==> src/rtl/prod_accum.sv <==
// prod_accum: frame accumulator for 32-bit products from the 16x16 shift-add
// multiplier. It sums up to 256 products per frame into a 36-bit
// accumulator and presents sum, count and a sticky overflow flag until
// downstream accepts them.
// Optional build macro: PROD_ACCUM_SATURATE_EN. When defined, the
// accumulator clamps at all-ones on overflow. By default it wraps modulo 2^36.
module prod_accum (
  input  logic        clk,
  input  logic        rst_n,
  input  logic        in_valid,
  output logic        in_ready,
  input  logic [31:0] in_prod,
  input  logic        in_last,
  output logic        out_valid,
  input  logic        out_ready,
  output logic [35:0] out_sum,
  output logic [8:0]  out_count,
  output logic        out_ovf
);

  typedef enum logic [1:0] {
    IDLE  = 2'd0,
    ACCUM = 2'd1,
    HOLD  = 2'd2
  } state_t;

  state_t      state, state_nxt;
  logic [35:0] acc, acc_nxt;
  logic [8:0]  count, count_nxt;
  logic        ovf, ovf_nxt;

  logic        take;
  logic        give;
  logic        close;
  logic        carry_ovf;
  logic [36:0] add_sum;

  // Handshake decode, adder and result gating; ready/valid come from state only
  always_comb begin
    in_ready  = (state != HOLD);
    out_valid = (state == HOLD);
    take      = in_valid && in_ready;
    give      = out_valid && out_ready;
    add_sum   = {1'b0, acc} + {5'b0, in_prod};
    carry_ovf = ovf || add_sum[36];
    // The 256th product closes the frame even without in_last
    close     = in_last || (count == 9'd255);
    out_sum   = out_valid ? acc   : '0;
    out_count = out_valid ? count : '0;
    out_ovf   = out_valid ? ovf   : 1'b0;
  end

  // Next-state logic: accumulate on transfers, clear when the result is taken
  always_comb begin
    state_nxt = state;
    acc_nxt   = acc;
    count_nxt = count;
    ovf_nxt   = ovf;
    case (state)
      IDLE, ACCUM: begin
        if (take) begin
          count_nxt = count + 9'd1;
          ovf_nxt   = carry_ovf;
`ifdef PROD_ACCUM_SATURATE_EN
          acc_nxt   = carry_ovf ? '1 : add_sum[35:0];
`else
          acc_nxt   = add_sum[35:0];
`endif
          state_nxt = close ? HOLD : ACCUM;
        end
      end
      HOLD: begin
        if (give) begin
          state_nxt = IDLE;
          acc_nxt   = '0;
          count_nxt = '0;
          ovf_nxt   = 1'b0;
        end
      end
      default: begin
        state_nxt = IDLE;
        acc_nxt   = '0;
        count_nxt = '0;
        ovf_nxt   = 1'b0;
      end
    endcase
  end

  // State and datapath registers with synchronous active-low reset
  always_ff @(posedge clk) begin
    if (!rst_n) begin
      state <= IDLE;
      acc   <= '0;
      count <= '0;
      ovf   <= 1'b0;
    end else begin
      state <= state_nxt;
      acc   <= acc_nxt;
      count <= count_nxt;
      ovf   <= ovf_nxt;
    end
  end

endmodule

==> config.mk <==
export PLATFORM = sky130hd
export DESIGN_NAME = prod_accum
export DESIGN_NICKNAME = d
export VERILOG_FILES = /design/src/rtl/prod_accum.sv
export SDC_FILE = /design/constraint.sdc
export NUM_CORES = 1
export LEC_CHECK = 0
export CORE_ASPECT_RATIO = 2
export CORE_MARGIN = 2
export CORE_UTILIZATION = 35
export DETAILED_ROUTE_END_ITERATION = 7
export HOLD_SLACK_MARGIN = 0.05
export PLACE_DENSITY_LB_ADDON = 0.05
export SLEW_MARGIN = 10
export SYNTH_ARGS = -nofsm -noshare
export SYNTH_HDL_FRONTEND = slang
export SYNTH_SLANG_ARGS = --single-unit
==> constraint.sdc <==
create_clock -name clk -period 3.46 [get_ports clk]
set_clock_uncertainty 0.15 [all_clocks]
set_input_delay 0.346 -clock clk [delete_from_list [all_inputs] [get_ports clk]]
set_output_delay 0.346 -clock clk [all_outputs]
set_load 0.02 [all_outputs]
### After elaboration in Yosys (flattened, before gate mapping)

Index checks and enable logic that the tools add are counted.

| operators by class | value |
|---|---|
| $add $sub $neg | 2 |
| equal/unequal tests | 6 |
| multiplexer cells | 16 |
| reduce and logical (&&, ||, !) cells | 7 |

Operator list:

| cell | count |
|---|---|
| 36-bit two-way mux | 3 |
| 36-bit case mux with 2 select lines | 1 |
| 36-bit by 32-bit adder with 37-bit output | 1 |
| 9-bit two-way mux | 3 |
| 9-bit case mux with 2 select lines | 1 |
| 9-bit by 1-bit adder with 9-bit output, second input constant | 1 |
| 9-bit by 8-bit == test with 1-bit output, second input constant | 1 |
| 2-bit two-way mux | 3 |
| 2-bit != test, second input constant | 2 |
| 2-bit case mux with 2 select lines | 1 |
| 1-bit two-way mux | 3 |
| 2-bit by 1-bit == test with 1-bit output, second input constant | 1 |
| 2-bit == test, second input constant | 1 |
| 1-bit logical AND | 2 |
| 2-bit logical NOT | 1 |
| 1-bit logical OR | 2 |
| 2-bit by 1-bit != test with 1-bit output, second input constant | 1 |
| 1-bit case mux with 2 select lines | 1 |
| 2-bit AND reduction | 1 |
| 2-bit OR reduction | 1 |

| storage, ports and cells | value |
|---|---|
| bits in registers | 48 |
| input port bits | 37 |
| output and inout bits | 48 |
| logic and storage cells | 35 |

### Logic depth before layout (Yosys ltp)

| depth | value |
|---|---|
| word-level depth | 5 |
| gate-level depth with buffers | 12 |
| gate-level depth less buffers | 12 |

### Least setup slack after synthesis

Ideal clock, no wire load.

| timing path | value |
|---|---|
| kind | input to register |
| start | input port in_prod[0] |
| end | register acc[28] |
| setup time | 86 ps |
| data arrival time | 2507 ps |
| slack | 717 ps |
| stages | 12 |
| buffers on the path | 0 |
| path through | ha_1 -> inv_1 -> fa_1 -> nor2b_1 -> o21ai_1 -> a2111o_1 -> nand2_1 -> o31ai_2 -> a2111oi_2 -> o21ai_1 -> xor2_1 -> a211oi_1 |

| between the ends | value |
|---|---|
| word-level cells in the longest chain between the ends | 3 |

RTL lines:

| element | RTL line | source |
|---|---|---|
| start: declaration | 12 | `input logic [31:0] in_prod,` |
| 36-bit by 32-bit adder with 37-bit output | 44 | `add_sum = {1'b0, acc} + {5'b0, in_prod};` |
| 36-bit two-way mux | 61 | `if (take) begin` |
| 36-bit case mux with 2 select lines | 59 | `case (state)` |
| end signal: assignment | 98 | `acc <= acc_nxt;` |
| end: declaration | 28 | `logic [35:0] acc, acc_nxt;` |

Every way passes these cells. The select of a mux whose other input is x is not followed.
A chain may end at the register's enable or synchronous reset.

### Final worst setup path

Same ends and word-level chain as after synthesis.

==> results.md <==
* Worst Path Required at between 3000 and 4000 ps
* Initial core utilization at 0.360
* Non-filler cells, final at between 700 and 800
* Clk_lat worst skew at roughly 300 ps
* GP Congestion at 0.863
* Worst path most repeated cell: o21ai_1
* Hold/Removal Path Class: reg -> reg
* # rows at 54
* P_leak at ~2.1 nW
* Synth Flop Type: dfxtp_1
* WP data arrival at roughly 3200 ps
* Die width at 78.8 um
* Buf/Inv on CP at 2
* Status: completed
* TritonCTS Buffers at 5
* Ranking of synthesized cells by area: dfxtp_1 25%, ha_1 11%, and2_1 7.5%
* Minimum clock period at between 3000 and 4000 ps
* I/O pins at 85
* F_max at 0.316 GHz
* First-pass GRT wire length at 19200 um
* Area Growth Syn to Fin at 29.7%
* Wirelength per Cell at 15.9 um
* Final ANT Viol Nets at 0
* Root buf cell: clkbuf_16
* Endpoints failing hold at 0
* Crit path largest cell delay at 470 ps
* Post-Syn Area per Cell at between 7 and 8 um2
* Cells after DPL at 721
* PortBufs at 84
* Cell accounting for the most synthesized area: dfxtp_1
* Kind of critical path: in -> reg
* Post-route DRC at 0
* Seq cells post-synth at 48
* Hold Slack at 324 ps
* CP Launch Type: input port
* CP Cell Sequence: clkdlybuf4s50_1 -> ha_1 -> inv_1 -> fa_1 -> nor2b_1 -> o21ai_1 -> a2111o_1 -> nand2_1 -> o31ai_2 -> a2111oi_2 -> o21ai_1 -> xor2_1 -> a211oi_1
* Synth Instances at about 510
* Most frequent cells in the layout: 84 x clkdlybuf4s50_1, 60 x nand2_1, 48 x dfxtp_1, 47 x and2_1, 41 x a21oi_1
* Total Routing Usage GR at 0.197
* Power per cell area at roughly 440 nW/um2
* Post-DR vias/cell at 5.29
* 1st-iter DRT viols at between 100 and 150
* Initial antenna violation count at 0
* Layout cells sized above 1 at 0.0458
* Netlist Area Pre-Place at around 3900 um2
* RSZ-0062 raised after global routing: false
* Core Area at around 11000 um2
* Final max-slew violation count at 0
* Least-Margin Pin Slew at 989 ps
* Vias in the first global route at around 4000
* Max_cap viols at 0
* Final setup fails at 0
* Die area at 12100 um2
* Crit. End Element: register
* Die span in y at between 150 and 200 um
* R2r setup slk at 450 ps
* Diodes inserted at 0
* Clk buf depth at 2
* Top cell type's share of synthesized area at 0.246
* Fin crit share at 0.913
* DR vias at approximately 3900
* Largest net degree at the start of global routing at 31
* Synth Warn # at 0
* FFs w/ async S/R, synth at 0
* Final HPWL DP at approximately 9100 um
* Final #Nets at 660
* Post-CTS sizing at 0
* Relative slew margins at 0.338
* Post-CTS Hold Buffers at 0
* EDFF count, synth at 0
* Cell family with most CP delay: compound AO/OA/AOI/OAI gates
* CP Max Fanout at 3
* TritonCTS clock tree: yes
* Register area share after synthesis at 0.246
* Global route overflow at 0
* Clk sink count at 48
* Drt first pass iters at 4
* CTS clk-pin slew, worst paths at 70 ps
* Netlist cell types at 54
* Setup Buffers After CTS at 0
* Commonest non-fill, non-tap cell in the layout: clkdlybuf4s50_1
* Slowest-stage cell, CP: clkdlybuf4s50_1
* Peak supply drop at ~0.00026 V
* Drt total wl at about 12000 um
* Syn nets at 585
* Htree depth at 2
* Final setup TNS at 0 ps
==> where the power goes <==
| part | switching, W | leakage, nW | internal, W |
|---|---|---|---|
| Combinational | 0.000528 | 1.65 | 0.000410 |
| Clock | 0.000243 | 0.0840 | 0.000344 |
| Sequential | 0.0000600 | 0.393 | 0.000624 |
| Total | 0.000832 | 2.12 | 0.00138 |
==> cell usage after synthesis, types with 5 or more instances <==
cell type / n
and3_1: 6
clkbuf_1: 20
ha_1: 34
o21ai_0: 25
nand2_1: 60
dfxtp_1: 48
a21o_1: 25
nor2_1: 31
nor2b_1: 19
xnor2_1: 13
nand3_1: 14
nor3_1: 14
nand4_1: 6
a21boi_0: 5
a22oi_1: 14
inv_1: 11
a21oi_1: 41
xor2_1: 16
and2_1: 47
==> flip-flops by register name (all words and copies together), names as in the netlist <==
signal  cells
state       2
ovf         1
count       9
acc        36
==> worst paths after layout <==
kind                   start      end  cells after the start
setup / recovery  in_prod[0]  acc[28]                     13
hold / removal       acc[21]  acc[21]                      2
setup reg to reg      acc[0]  acc[28]                     12
hold reg to reg      acc[21]  acc[21]                      2
==> tightest hold or removal path, stage by stage (launching register included) <==
cell     delay [ps]
dfxtp_1         320
nand2_1          50
a21oi_1          50
==> stage by stage <==
| step | utilization | power, W | area (um2) | setup WS [ps] |
|---|---|---|---|---|
| global placement | 0.451 | 0.00163 | 4900 | 51.1 |
| global route | 0.467 | 0.00237 | 5080 | 20.6 |
| finish | 0.467 | 0.00221 | 5080 | 300 |
| floorplan | - | 0.00136 | 3910 | 717 |
| CTS | 0.467 | 0.00223 | 5080 | 284 |
| detailed placement | 0.451 | 0.00163 | 4900 | -28.9 |
==> per-layer routing <==
metal | GRT usage | routed length [um] | vias up
met4 | 0.0710 | 301 | 0
met3 | 0.0241 | 376 | 17
met5 | 0 | 0 | -
met1 | 0.208 | 4440 | 1784
li1 | - | - | 1970
met2 | 0.385 | 6480 | 87
==> kinds of logic (layout without fill, tap and decap cells) <==
group                    Yosys count  after routing  synth area share
XOR/XNOR                          29             29            0.0649
flip-flops                        48             48             0.246
buffers and inverters             38            114            0.0396
AO/OA/AOI/OAI                    150            150             0.258
multiplexers                       3              3           0.00767
adder cells (fa/ha/maj)           35             35             0.114
AND/OR/NAND/NOR                  210            210             0.270
==> layout make-up <==
cell class	instances	area [um2]
clock buffer	5	125
fill	1112	5800
tap	140	175
sequential	48	961
inverter	11	41.3
multi-input combinational	427	2800
clock inverter	3	47.5
timing repair buffer	95	923
Power figures use the tool's default switching activity.
